## config.mk

```make
export PLATFORM = sky130hd
export DESIGN_NAME = atualiza_malha_flat
export DESIGN_NICKNAME = d
export VERILOG_FILES = /design/src/rtl/atualiza_malha_pkg.sv /design/src/rtl/atualiza_malha_if.sv /design/src/rtl/atualiza_malha_passo_raio.sv /design/src/rtl/atualiza_malha.sv /design/src/flat_wrapper.sv
export SDC_FILE = /design/constraint.sdc
export NUM_CORES = 2
export LEC_CHECK = 0
export CAP_MARGIN = 20
export CELL_PAD_IN_SITES_DETAIL_PLACEMENT = 1
export CELL_PAD_IN_SITES_GLOBAL_PLACEMENT = 2
export CORE_UTILIZATION = 39
export CTS_BUF_LIST = sky130_fd_sc_hd__clkbuf_16
export CTS_CLUSTER_DIAMETER = 200
export DETAILED_ROUTE_END_ITERATION = 6
export GPL_TIMING_DRIVEN = 1
export PLACE_DENSITY_LB_ADDON = 0.1
export SLEW_MARGIN = 20
export SYNTH_ARGS = -nofsm -noshare
export SYNTH_HDL_FRONTEND = slang
export SYNTH_SLANG_ARGS = --single-unit
```

## constraint.sdc

```tcl
create_clock -name clock -period 9.6 [get_ports clock]
set_input_delay 1.92 -clock clock [delete_from_list [all_inputs] [get_ports clock]]
set_output_delay 1.92 -clock clock [all_outputs]
set_load 0.01 [all_outputs]
```

## src/rtl/atualiza_malha_pkg.sv

```systemverilog
// Shared definitions for the occupancy-grid update block.
// Holds grid geometry constants, the cell/direction/FSM encodings and the
// index and neighbour helpers used by the top and its sub-module.
package malha_pkg;

    localparam int TAMANHO_MALHA     = 32'd20;
    localparam int TAMANHO_DISTANCIA = 32'd8;
    localparam int ALCANCE_MAXIMO    = 32'd15;
    localparam int NUM_CELULAS       = TAMANHO_MALHA * TAMANHO_MALHA;
    localparam int LARGURA_INDICE    = 32'd9;
    // Offsets carry one spare bit so edge tests never overflow
    localparam int LARGURA_PASSO     = TAMANHO_DISTANCIA + 32'd1;

    localparam logic [TAMANHO_DISTANCIA-1:0] LIMITE_COORD = TAMANHO_DISTANCIA'(TAMANHO_MALHA);
    localparam logic [TAMANHO_DISTANCIA-1:0] ALCANCE      = TAMANHO_DISTANCIA'(ALCANCE_MAXIMO);
    localparam logic [LARGURA_PASSO-1:0]     ULTIMA_COORD = LARGURA_PASSO'(TAMANHO_MALHA - 32'd1);

    typedef enum logic [1:0] {
        DESCONHECIDO = 2'b00,
        LIVRE        = 2'b01,
        OCUPADO      = 2'b10,
        FRONTEIRA    = 2'b11
    } celula_t;

    typedef enum logic [1:0] {
        MAIS_X  = 2'b00,
        MENOS_X = 2'b01,
        MAIS_Y  = 2'b10,
        MENOS_Y = 2'b11
    } direcao_t;

    typedef enum logic [1:0] {
        IDLE      = 2'b00,
        RAIO      = 2'b01,
        VARRER    = 2'b10,
        SINALIZAR = 2'b11
    } estado_t;

    // Linear cell index: x + y*TamanhoMalha
    function automatic logic [LARGURA_INDICE-1:0] indice_celula(
        input logic [LARGURA_PASSO-1:0] x,
        input logic [LARGURA_PASSO-1:0] y
    );
        return LARGURA_INDICE'(x + y * LARGURA_PASSO'(TAMANHO_MALHA));
    endfunction

    // True when the robot cell is already the last in-grid cell along d
    function automatic logic na_borda(
        input logic [TAMANHO_DISTANCIA-1:0] x,
        input logic [TAMANHO_DISTANCIA-1:0] y,
        input direcao_t                     d
    );
        logic res;
        case (d)
            MAIS_X:  res = ({1'b0, x} == ULTIMA_COORD);
            MENOS_X: res = (x == 8'd0);
            MAIS_Y:  res = ({1'b0, y} == ULTIMA_COORD);
            MENOS_Y: res = (y == 8'd0);
            default: res = 1'b0;
        endcase
        return res;
    endfunction

    // True when any in-grid 4-neighbour of (x,y) is still unknown
    function automatic logic tem_vizinho_desconhecido(
        input logic [2*NUM_CELULAS-1:0] m,
        input logic [LARGURA_PASSO-1:0] x,
        input logic [LARGURA_PASSO-1:0] y
    );
        logic res;
        res = 1'b0;
        if (x != 9'd0) begin
            res = res | (m[{indice_celula(x - 9'd1, y), 1'b0} +: 2] == DESCONHECIDO);
        end else begin
            res = res;
        end
        if (x != ULTIMA_COORD) begin
            res = res | (m[{indice_celula(x + 9'd1, y), 1'b0} +: 2] == DESCONHECIDO);
        end else begin
            res = res;
        end
        if (y != 9'd0) begin
            res = res | (m[{indice_celula(x, y - 9'd1), 1'b0} +: 2] == DESCONHECIDO);
        end else begin
            res = res;
        end
        if (y != ULTIMA_COORD) begin
            res = res | (m[{indice_celula(x, y + 9'd1), 1'b0} +: 2] == DESCONHECIDO);
        end else begin
            res = res;
        end
        return res;
    endfunction

endpackage

```

## src/rtl/atualiza_malha_if.sv

```systemverilog
// Measurement handshake and map output bundle of atualiza_malha.
// master: measurement producer / map consumer (drives the measurement)
// slave : atualiza_malha (drives ocupado, novoDado, medidaDescartada, malha)
interface atualiza_malha_if;
    import malha_pkg::*;

    logic [TAMANHO_DISTANCIA-1:0] posicaoAtualnoEixoX;
    logic [TAMANHO_DISTANCIA-1:0] posicaoAtualnoEixoY;
    logic [1:0]                   direcao;
    logic [TAMANHO_DISTANCIA-1:0] distanciaMedida;
    logic                         medidaValida;
    logic                         ocupado;
    logic                         novoDado;
    logic                         medidaDescartada;
    logic [2*NUM_CELULAS-1:0]     malha;

    modport master (
        output posicaoAtualnoEixoX, posicaoAtualnoEixoY, direcao,
               distanciaMedida, medidaValida,
        input  ocupado, novoDado, medidaDescartada, malha
    );

    modport slave (
        input  posicaoAtualnoEixoX, posicaoAtualnoEixoY, direcao,
               distanciaMedida, medidaValida,
        output ocupado, novoDado, medidaDescartada, malha
    );
endinterface

```

## src/rtl/atualiza_malha_passo_raio.sv

```systemverilog
// Ray step geometry: cell reached k steps from the origin along a direction.
// i_origem_x/y : robot cell
// i_direcao    : ray direction
// i_passo      : step k (>= 1 while casting)
// o_alvo_x/y   : target cell, one spare bit wide
// o_ultimo     : target is the last in-grid cell in this direction
module passo_raio
    import malha_pkg::*;
(
    input  logic [TAMANHO_DISTANCIA-1:0] i_origem_x,
    input  logic [TAMANHO_DISTANCIA-1:0] i_origem_y,
    input  direcao_t                     i_direcao,
    input  logic [TAMANHO_DISTANCIA-1:0] i_passo,
    output logic [LARGURA_PASSO-1:0]     o_alvo_x,
    output logic [LARGURA_PASSO-1:0]     o_alvo_y,
    output logic                         o_ultimo
);

    logic [LARGURA_PASSO-1:0] w_ox;
    logic [LARGURA_PASSO-1:0] w_oy;
    logic [LARGURA_PASSO-1:0] w_k;

    assign w_ox = {1'b0, i_origem_x};
    assign w_oy = {1'b0, i_origem_y};
    assign w_k  = {1'b0, i_passo};

    // Offset the origin and flag the grid edge in the ray direction
    always_comb begin
        o_alvo_x = w_ox;
        o_alvo_y = w_oy;
        o_ultimo = 1'b0;
        case (i_direcao)
            MAIS_X: begin
                o_alvo_x = w_ox + w_k;
                o_ultimo = (o_alvo_x == ULTIMA_COORD);
            end
            MENOS_X: begin
                o_alvo_x = w_ox - w_k;
                o_ultimo = (o_alvo_x == 9'd0);
            end
            MAIS_Y: begin
                o_alvo_y = w_oy + w_k;
                o_ultimo = (o_alvo_y == ULTIMA_COORD);
            end
            MENOS_Y: begin
                o_alvo_y = w_oy - w_k;
                o_ultimo = (o_alvo_y == 9'd0);
            end
            default: begin
                o_ultimo = 1'b1;
            end
        endcase
    end

endmodule

```

## src/rtl/atualiza_malha.sv

```systemverilog
// Occupancy-grid updater: ray-casts one range measurement into the grid,
// then sweeps every cell to relabel free/frontier, then pulses novoDado.
// clock : rising-edge clock
// reset : asynchronous active-low reset, clears the grid
// bus   : measurement handshake in, ocupado/novoDado/medidaDescartada/malha out
module atualiza_malha
    import malha_pkg::*;
(
    input  logic           clock,
    input  logic           reset,
    atualiza_malha_if.slave bus
);

    estado_t                      r_estado;
    estado_t                      w_prox_estado;
    logic [TAMANHO_DISTANCIA-1:0] r_ox;
    logic [TAMANHO_DISTANCIA-1:0] r_oy;
    direcao_t                     r_dir;
    logic [TAMANHO_DISTANCIA-1:0] r_comprimento;
    logic                         r_alvo_ocupado;
    logic [TAMANHO_DISTANCIA-1:0] r_passo;
    logic [LARGURA_PASSO-1:0]     r_vx;
    logic [LARGURA_PASSO-1:0]     r_vy;
    logic [2*NUM_CELULAS-1:0]     r_malha;
    logic                         r_ocupado;
    logic                         r_novo;
    logic                         r_descartada;

    logic [TAMANHO_DISTANCIA-1:0] w_comprimento_in;
    logic                         w_alvo_in;
    logic                         w_fora;
    logic                         w_aceita;
    logic                         w_descarta;
    logic                         w_escreve;
    logic [LARGURA_INDICE-1:0]    w_indice_esc;
    celula_t                      w_valor_esc;
    logic [LARGURA_PASSO-1:0]     w_alvo_x;
    logic [LARGURA_PASSO-1:0]     w_alvo_y;
    logic                         w_ultimo;
    logic [LARGURA_INDICE-1:0]    w_indice_varre;
    logic [1:0]                   w_cel_varre;
    logic                         w_fim_varre;

    passo_raio u_passo_raio (
        .i_origem_x (r_ox),
        .i_origem_y (r_oy),
        .i_direcao  (r_dir),
        .i_passo    (r_passo),
        .o_alvo_x   (w_alvo_x),
        .o_alvo_y   (w_alvo_y),
        .o_ultimo   (w_ultimo)
    );

    assign w_fora = (bus.posicaoAtualnoEixoX >= LIMITE_COORD) ||
                    (bus.posicaoAtualnoEixoY >= LIMITE_COORD);

    assign w_indice_varre = indice_celula(r_vx, r_vy);
    assign w_cel_varre    = r_malha[{w_indice_varre, 1'b0} +: 2];
    assign w_fim_varre    = (r_vx == ULTIMA_COORD) && (r_vy == ULTIMA_COORD);

    // Ray length and hit flag of the incoming measurement; no echo or a
    // reading beyond range casts a full-range free ray
    always_comb begin
        if ((bus.distanciaMedida != 8'd0) && (bus.distanciaMedida <= ALCANCE)) begin
            w_alvo_in        = 1'b1;
            w_comprimento_in = bus.distanciaMedida;
        end else begin
            w_alvo_in        = 1'b0;
            w_comprimento_in = ALCANCE;
        end
    end

    // Next state and the single grid write performed this cycle
    always_comb begin
        w_prox_estado = r_estado;
        w_aceita      = 1'b0;
        w_descarta    = 1'b0;
        w_escreve     = 1'b0;
        w_indice_esc  = 9'd0;
        w_valor_esc   = DESCONHECIDO;
        case (r_estado)
            IDLE: begin
                if (bus.medidaValida) begin
                    if (w_fora) begin
                        w_descarta = 1'b1;
                    end else begin
                        w_aceita     = 1'b1;
                        w_escreve    = 1'b1;
                        w_indice_esc = indice_celula({1'b0, bus.posicaoAtualnoEixoX},
                                                     {1'b0, bus.posicaoAtualnoEixoY});
                        w_valor_esc  = LIVRE;
                        // Facing straight out of the grid: nothing to cast
                        if (na_borda(bus.posicaoAtualnoEixoX, bus.posicaoAtualnoEixoY,
                                     direcao_t'(bus.direcao))) begin
                            w_prox_estado = VARRER;
                        end else begin
                            w_prox_estado = RAIO;
                        end
                    end
                end else begin
                    w_prox_estado = IDLE;
                end
            end
            RAIO: begin
                w_escreve    = 1'b1;
                w_indice_esc = indice_celula(w_alvo_x, w_alvo_y);
                if ((r_passo == r_comprimento) && r_alvo_ocupado) begin
                    w_valor_esc = OCUPADO;
                end else begin
                    w_valor_esc = LIVRE;
                end
                if ((r_passo == r_comprimento) || w_ultimo) begin
                    w_prox_estado = VARRER;
                end else begin
                    w_prox_estado = RAIO;
                end
            end
            VARRER: begin
                // Only known-free cells are relabelled; 00 and 10 never change
                if ((w_cel_varre == LIVRE) || (w_cel_varre == FRONTEIRA)) begin
                    w_escreve    = 1'b1;
                    w_indice_esc = w_indice_varre;
                    if (tem_vizinho_desconhecido(r_malha, r_vx, r_vy)) begin
                        w_valor_esc = FRONTEIRA;
                    end else begin
                        w_valor_esc = LIVRE;
                    end
                end else begin
                    w_escreve = 1'b0;
                end
                if (w_fim_varre) begin
                    w_prox_estado = SINALIZAR;
                end else begin
                    w_prox_estado = VARRER;
                end
            end
            SINALIZAR: begin
                w_prox_estado = IDLE;
            end
            default: begin
                w_prox_estado = IDLE;
            end
        endcase
    end

    // FSM state, captured measurement, ray step and sweep position
    always_ff @(posedge clock or negedge reset) begin
        if (!reset) begin
            r_estado       <= IDLE;
            r_ox           <= 8'd0;
            r_oy           <= 8'd0;
            r_dir          <= MAIS_X;
            r_comprimento  <= 8'd0;
            r_alvo_ocupado <= 1'b0;
            r_passo        <= 8'd0;
            r_vx           <= 9'd0;
            r_vy           <= 9'd0;
        end else begin
            r_estado <= w_prox_estado;
            if (w_aceita) begin
                r_ox           <= bus.posicaoAtualnoEixoX;
                r_oy           <= bus.posicaoAtualnoEixoY;
                r_dir          <= direcao_t'(bus.direcao);
                r_comprimento  <= w_comprimento_in;
                r_alvo_ocupado <= w_alvo_in;
                r_passo        <= 8'd1;
                r_vx           <= 9'd0;
                r_vy           <= 9'd0;
            end else if (r_estado == RAIO) begin
                r_passo <= r_passo + 8'd1;
            end else if (r_estado == VARRER) begin
                if (r_vx == ULTIMA_COORD) begin
                    r_vx <= 9'd0;
                    r_vy <= r_vy + 9'd1;
                end else begin
                    r_vx <= r_vx + 9'd1;
                end
            end else begin
                r_passo <= r_passo;
            end
        end
    end

    // Grid storage, one 2-bit cell written per cycle at most
    always_ff @(posedge clock or negedge reset) begin
        if (!reset) begin
            r_malha <= '0;
        end else if (w_escreve) begin
            r_malha[{w_indice_esc, 1'b0} +: 2] <= w_valor_esc;
        end else begin
            r_malha <= r_malha;
        end
    end

    // Registered status outputs
    always_ff @(posedge clock or negedge reset) begin
        if (!reset) begin
            r_ocupado    <= 1'b0;
            r_novo       <= 1'b0;
            r_descartada <= 1'b0;
        end else begin
            r_ocupado    <= (w_prox_estado != IDLE);
            r_novo       <= (w_prox_estado == SINALIZAR);
            r_descartada <= w_descarta;
        end
    end

    assign bus.ocupado          = r_ocupado;
    assign bus.novoDado         = r_novo;
    assign bus.medidaDescartada = r_descartada;
    assign bus.malha            = r_malha;

endmodule

```

## src/flat_wrapper.sv

```systemverilog
// flat-port wrapper written by rule: the top's interface ports become plain ports
module atualiza_malha_flat import malha_pkg::*;
  (clock, reset, bus_posicaoAtualnoEixoX, bus_posicaoAtualnoEixoY, bus_direcao, bus_distanciaMedida, bus_medidaValida, bus_ocupado, bus_novoDado, bus_medidaDescartada, bus_malha);
  atualiza_malha_if bus_i ();
  input  logic clock;
  input  logic reset;
  input wire logic [$bits(bus_i.posicaoAtualnoEixoX)-1:0] bus_posicaoAtualnoEixoX;
  input wire logic [$bits(bus_i.posicaoAtualnoEixoY)-1:0] bus_posicaoAtualnoEixoY;
  input wire logic [$bits(bus_i.direcao)-1:0] bus_direcao;
  input wire logic [$bits(bus_i.distanciaMedida)-1:0] bus_distanciaMedida;
  input wire logic [$bits(bus_i.medidaValida)-1:0] bus_medidaValida;
  output wire logic [$bits(bus_i.ocupado)-1:0] bus_ocupado;
  output wire logic [$bits(bus_i.novoDado)-1:0] bus_novoDado;
  output wire logic [$bits(bus_i.medidaDescartada)-1:0] bus_medidaDescartada;
  output wire logic [$bits(bus_i.malha)-1:0] bus_malha;
  assign bus_i.posicaoAtualnoEixoX = bus_posicaoAtualnoEixoX;
  assign bus_i.posicaoAtualnoEixoY = bus_posicaoAtualnoEixoY;
  assign bus_i.direcao = bus_direcao;
  assign bus_i.distanciaMedida = bus_distanciaMedida;
  assign bus_i.medidaValida = bus_medidaValida;
  assign bus_ocupado = bus_i.ocupado;
  assign bus_novoDado = bus_i.novoDado;
  assign bus_medidaDescartada = bus_i.medidaDescartada;
  assign bus_malha = bus_i.malha;
  atualiza_malha u_core (.clock(clock), .reset(reset), .bus(bus_i));
endmodule
```

== Yosys cells after proc, flatten, opt, wreduce, memory -nomap -nowiden ==
Index checks and enable logic that the tools add are counted.

* Flip-flop bits (word level): 858
* Input bits: 29
* Output and inout bits: 803
* Logic and storage cells: 152

* Add/subtract/negate cells: 17
* $mul: 5
* $lt $le $gt $ge: 3
* Equality and inequality tests: 22
* Shift operators: 7
* Muxes and demuxes: 56
* Bitwise logic cells: 3
* Reduce and logical (&&, ||, !) cells: 26

{| class="wikitable"
|+ Operators by type and width
! cell !! number
|-
| variable part select 800 x 11 -> 2 bit || 5
|-
| bitwise mux 800 bit || 1
|-
| variable shift 2 x 12 -> 800 bit, first input constant || 1
|-
| variable part select 2 x 12 -> 800 bit || 1
|-
| 2-to-1 mux 9 bit || 11
|-
| adder 9 bit || 6
|-
| == test 9 x 5 -> 1 bit, second input constant || 4
|-
| multiplier 9 x 3 -> 7 bit, second input constant || 4
|-
| one-hot mux 9 bit (2 select lines) || 2
|-
| one-hot mux 9 bit (3 select lines) || 1
|-
| 2-to-1 mux 1 bit || 25
|-
| 2-to-1 mux 8 bit || 3
|-
| adder 8 x 8 -> 9 bit || 2
|-
| adder 9 x 1 -> 9 bit, second input constant || 2
|-
| logical NOT 9 bit || 2
|-
| != test 9 x 5 -> 1 bit, second input constant || 2
|-
| nonzero test 9 bit || 2
|-
| subtractor 8 x 8 -> 9 bit || 2
|-
| subtractor 9 x 1 -> 9 bit, second input constant || 2
|-
| == test 2 bit, second input constant || 8
|-
| == test 8 x 5 -> 1 bit, second input constant || 2
|-
| greater-or-equal comparator 8 x 5 -> 1 bit, second input constant || 2
|-
| logical NOT 8 bit || 2
|-
| 2-to-1 mux 2 bit || 8
|-
| other kinds (20) || 39
|}

== Depth between registers and ports, before layout ==
* Depth after elaboration: 24
* Mapped depth: 31
* Mapped depth without buffers: 26

== Cells and area by module ==
From an unflattened synthesis, not the netlist that was laid out.

* Cells, all modules: 5337
* Area total of the unflattened synthesis: 58631.2 um^2

{| class="wikitable"
|+ By module, submodules not included
! module !! times used !! cells an instance !! area each (um^2) !! seq. area each (um^2)
|-
| atualiza_malha || 1 || 5073 || 56724.4 || 21470.6
|-
| passo_raio || 1 || 264 || 1906.8 || 0.0
|}

== Worst setup path before layout ==
OpenSTA, ideal clock, no wires.

* Path type: register -> register
* Start point: register u_core.r_vy[1]
* End point: register u_core.r_malha[506], in the netlist u_core.bus.malha[506]
* Library setup time: 125 ps
* Arrival time: 6433 ps
* Required time: 9475 ps
* Slack: 3042 ps
* Stages on the path, launching flop included: 26
* Buffers on the path: 3
* Period minus slack after synthesis: 6558 ps
* Path through: dfrtp_1 ha_1 ha_1 fa_1 inv_1 ha_1 inv_1 and3_1 nor2_1 clkbuf_1 nor2_1 o211ai_1 a311oi_4 o211ai_2 buf_2 nor2_1 o21ai_0 ha_1 inv_1 a211o_1 or3_1 o211ai_1 o211ai_2 buf_2 nor4_2 mux2_2

* Longest elaborated chain between the ends: 24
* Elaborated cells on any way between the ends: 50
* Those cells by class: add/sub (8); mul (3); eq/ne (3); shift (7); mux (20); bitwise (3); reduce/logical (6)

{| class="wikitable"
|+ RTL lines
! item !! RTL line !! source
|-
| start: declaration || atualiza_malha.sv:23 || <nowiki>logic [LARGURA_PASSO-1:0] r_vy;</nowiki>
|-
| start signal: assignment || atualiza_malha.sv:174 || <nowiki>r_vy <= r_vy + 9'd1;</nowiki>
|-
| multiplier 9 x 3 -> 7 bit || atualiza_malha_pkg.sv:44 || <nowiki>return LARGURA_INDICE'(x + y * LARGURA_PASSO'(TAMANHO_MALHA));</nowiki>
|-
| adder 9 bit || atualiza_malha_pkg.sv:44 ||
|-
| variable part select 800 x 11 -> 2 bit || atualiza_malha_pkg.sv:73 || <nowiki>res = res | (m[{indice_celula(x - 9'd1, y), 1'b0} +: 2] == DESCONHECIDO);</nowiki>
|-
| logical NOT 2 bit || atualiza_malha_pkg.sv:73 ||
|-
| 2-to-1 mux 1 bit || atualiza_malha_pkg.sv:72 || <nowiki>if (x != 9'd0) begin</nowiki>
|-
| 2-to-1 mux 1 bit || atualiza_malha.sv:120 || <nowiki>if ((w_cel_varre == LIVRE) || (w_cel_varre == FRONTEIRA)) begin</nowiki>
|-
| 2-to-1 mux 1 bit || atualiza_malha.sv:81 || <nowiki>case (r_estado)</nowiki>
|-
| OR 1 bit || atualiza_malha_pkg.sv:78 || <nowiki>res = res | (m[{indice_celula(x + 9'd1, y), 1'b0} +: 2] == DESCONHECIDO);</nowiki>
|-
| (+8 left out) || - ||
|-
| 2-to-1 mux 1 bit || atualiza_malha_pkg.sv:87 || <nowiki>if (y != ULTIMA_COORD) begin</nowiki>
|-
| 2-to-1 mux 1 bit || atualiza_malha.sv:120 ||
|-
| 2-to-1 mux 1 bit || atualiza_malha.sv:81 ||
|-
| 2-to-1 mux 2 bit || atualiza_malha.sv:123 || <nowiki>if (tem_vizinho_desconhecido(r_malha, r_vx, r_vy)) begin</nowiki>
|-
| 2-to-1 mux 2 bit || atualiza_malha.sv:120 ||
|-
| one-hot mux 2 bit (3 select lines) || atualiza_malha.sv:81 ||
|-
| variable part select 2 x 12 -> 800 bit || atualiza_malha.sv:189 || <nowiki>r_malha[{w_indice_esc, 1'b0} +: 2] <= w_valor_esc;</nowiki>
|-
| bitwise mux 800 bit || atualiza_malha.sv:189 ||
|-
| end signal: indexed assignment || atualiza_malha.sv:189 ||
|-
| end signal: assignment || atualiza_malha.sv:191 || <nowiki>r_malha <= r_malha;</nowiki>
|-
| end: declaration || atualiza_malha.sv:24 || <nowiki>logic [2*NUM_CELULAS-1:0] r_malha;</nowiki>
|}

Several ways; a longest one is shown, not always the timed one. The select of a mux whose other input is x is not followed.
A chain may end at the register's enable or synchronous reset.

== Final worst setup path ==
* Start point: register u_core.r_vy[0]
* End point: register u_core.r_malha[671], in the netlist u_core.bus.malha[671]

The elaborated chain is that of the path after synthesis.

==> out/qor.csv <==
stage;metric;value;unit
cts;clk_pin_slew;0.08;ns
setup_path;end_kind;flip-flop;
drt;drt-pass1-iter-count;5;
setup_path;worstReg2RegStart;u_core.r_vy[0]$_DFFE_PN0P_;
power_and_ir_drop;combPwrFrac;56.9;%
setup_path;critPathCapture;u_core.bus.malha[671]$_DFFE_PN0P_;
synthesis;synthCells;5387;
global_routing;use_met2;69.8;%
layout;stdcell_count;8332;
drt;wirelength;358000;um
setup_path;worst-setup-path-type;flip-flop to flip-flop;
timing;fin_setup_tns;0;ns
synthesis;ys_types;108;
timing;slew_viol_final;0;
timing;rsz0062_at_grt;no;
global_routing;antenna_found_initial;40;
synthesis;synth_edf_count;0;
layout;area_growth;27.1;%
cts;cts_resized;0;
synthesis;syn-num-nets;5553;
setup_path;cp.arrival;9.86;ns
layout;layout_common_cells;dfrtp_1, clkdlybuf4s50_1, mux2_2, nor2_1, buf_4;
status;status;completed;
timing;fin_worst_hold_slack;0.506;ns
timing;max_freq;109;MHz
global_routing;grt_pass1_wl;490000;um
global_routing;grt_pass1_vias;57834;
cts;postCtsSetupBuffers;0;
cts;hold_buffers;0;
power_and_ir_drop;power.leakage;30.9;nW
setup_path;crit_start;u_core.r_vy[0]$_DFFE_PN0P_;
die;die_w;389;um
drt;ant_nets;0;
synthesis;avgSynthCellArea;10.9;sq um
layout;drive_above_1_share;28.0;%
die;rows;141;
global_routing;grt_max_degree;156;
timing;setup_viol;0;
place;dp.cells;8131;
power_and_ir_drop;net-switching-power;9.91;mW
cts;cts_buffers;105;
timing;timing.slew.headroom;11.5;%
cts;cts_buffer_depth;3;
power_and_ir_drop;power_density;251;nW/um^2
timing;finClkSkew;0.0531;ns
cts;htreeDepth;3;
power_and_ir_drop;p_int;8.73;mW
synthesis;synthArstFlopShare;100;%
synthesis;yosysSeqAreaShare;36.7;%
global_routing;grtUsageMet3;14.1;%
die;pin_count;832;
place;dp_hpwl;272000;um
layout;nNetsFinal;6474;
cts;cts_tree;done;
place;io_buffers;831;
hold_path;worstHoldStart;u_core.r_comprimento[7]$_DFFE_PN0P_;
power_and_ir_drop;p_seq_share;22.5;%
die;initial_core_util;39.5;%
synthesis;synthFlopType;dfrtp_1;
die;core_area;148000;sq um
timing;finalCriticalPeriod;9.17;ns
layout;final_common_cell;dfrtp_1;
hold_path;hp-class;flip-flop to flip-flop;
place;gp_congestion;1.07;
drt;num_vias;57042;
synthesis;ys_seq_elements;858;
cts;clockRootBuffer;clkbuf_16;
power_and_ir_drop;peakVddDrop;839;uV
die;die_h;389;um
timing;hold_viol;0;
cts;clock_latency;0.77;ns
power_and_ir_drop;clockPowerShare;20.6;%
timing;worst_pin_slew;1.32;ns
setup_path;start_kind;flip-flop;
die;fp.dieArea;151000;sq um
setup_path;required;10.29;ns
timing;post-route-period-util;95.5;%
global_routing;grt-busiest-layer;met2;
drt;avgViaCountPerCell;6.85;
global_routing;grt-ovfl-total;0;
setup_path;r2r-end;u_core.bus.malha[671]$_DFFE_PN0P_;
setup_path;r2r_slack;0.43;ns
setup_path;worstPathMaxFanout;48;
drt;wire_per_inst;43.0;um
cts;clock_sinks;858;
synthesis;syn_area;58500;sq um
drt;drt_iter0_drc;6689;
global_routing;gr-usage-met1;57.4;%
drt;drc;0;
power_and_ir_drop;p_total;18.6;mW
run;maxCapViolCount;0;
power_and_ir_drop;p_sw_share;53.2;%
synthesis;yosysWarningCount;0;
global_routing;grt_use_total;46.4;%
setup_path;reg2reg_depth;20;
-- power groups by stage --
stage,clock network [mW],registers [mW],logic (mW)
3_5_place_dp,0,4.24,10.2
2_1_floorplan,0,4.14,4.47
4_1_cts,3.86,4.18,10.3
3_3_place_gp,0,4.23,10.1
5_1_grt,3.98,4.20,10.6
6_report,3.84,4.19,10.6
-- cells in the mapped netlist, types with 36 or more instances --
library cell	n	area share, %
or3_1	38	0.41
xor2_1	36	0.54
a22oi_1	38	0.49
inv_1	71	0.46
nor3_1	306	2.6
nor2_1	634	4.1
clkbuf_1	217	1.4
a21oi_1	135	1.2
dfrtp_1	858	37
nand2_1	264	1.7
buf_2	122	1.0
mux4_2	338	13
nor4_1	48	0.51
nand4_1	49	0.52
xnor2_1	75	1.1
o31ai_1	45	0.58
mux2i_1	134	2.3
o21ai_0	131	1.1
and2_1	40	0.43
a211oi_1	117	1.5
nand3_1	93	0.80
mux2_2	759	15
ha_1	121	2.6
-- worst min path at each step --
stage,to,slack (ns),cells past startpoint
2_1_floorplan,u_core.r_alvo_ocupado$_DFFE_PN0P_,0.47,2
5_1_grt,u_core.r_comprimento[6]$_DFFE_PN0P_,0.53,1
3_3_place_gp,u_core.r_comprimento[4]$_DFFE_PN0P_,0.49,1
6_report,u_core.r_comprimento[7]$_DFFE_PN0P_,0.51,1
4_1_cts,u_core.r_comprimento[7]$_DFFE_PN0P_,0.51,1
3_5_place_dp,u_core.r_comprimento[6]$_DFFE_PN0P_,0.49,1
-- layout make-up --
cell class                      instances  area, sq um
Tap cell                             1930         2410
Multi-Input combinational cell       4044        35200
Clock buffer                          105         2630
Fill cell                           15818        73900
Inverter                               76          293
Sequential cell                       858        21500
Antenna cell                           14         35.0
Clock inverter                         82          538
Timing Repair Buffer                 1223        11700
-- sequential cells by signal, summed over array words and instances, names as in the netlist --
name,flops
u_core.r_passo,8
u_core.r_dir,2
u_core.bus.medidaDescartada,1
u_core.r_comprimento,8
u_core.r_estado,2
u_core.r_alvo_ocupado,1
u_core.bus.ocupado,1
u_core.r_oy,8
u_core.r_ox,8
u_core.bus.malha,800
u_core.r_vy,9
u_core.bus.novoDado,1
u_core.r_vx,9
-- through the flow --
step	util [%]	cell area, sq um	worst slack, ns
2_1_floorplan	-	58500	3.04
3_3_place_gp	48.0	71100	0.895
3_5_place_dp	48.0	71100	1.00
4_1_cts	50.1	74300	0.923
5_1_grt	50.1	74300	0.572
6_report	50.2	74300	0.429
-- routing by layer --
| metal | part of all wire (%) | wire, um |
|---|---|---|
| met1 | 37 | 133000 |
| met2 | 44 | 158000 |
| met3 | 10 | 37400 |
| met4 | 8.1 | 28900 |
| met5 | 0.046 | 163 |
-- critical path, stage by stage, from the launching register on --
cell	delay (ns)
dfrtp_1	0.61
inv_1	0.23
ha_4	0.80
inv_2	0.10
buf_12	0.28
fa_4	1.46
buf_4	0.35
mux4_2	0.51
mux2i_1	0.20
and3_1	0.19
nor4_1	0.06
buf_4	0.19
o41ai_1	0.45
a31oi_1	0.13
o32a_1	0.40
o32ai_1	0.51
o21ai_1	0.35
and2_1	0.50
nor3_2	0.88
buf_4	0.45
mux2_2	0.22
-- logic make-up after synthesis --
family,count (synthesis),synth area share [%]
flip-flops,858,36.7
AND/OR/NAND/NOR,1709,14.2
multiplexers,1243,30.2
AO/OA/AOI/OAI,842,10.4
adder cells (fa/ha/maj),137,3.14
XOR/XNOR,113,1.72
buffers and inverters,485,3.69
Power figures use the tool's default switching activity.
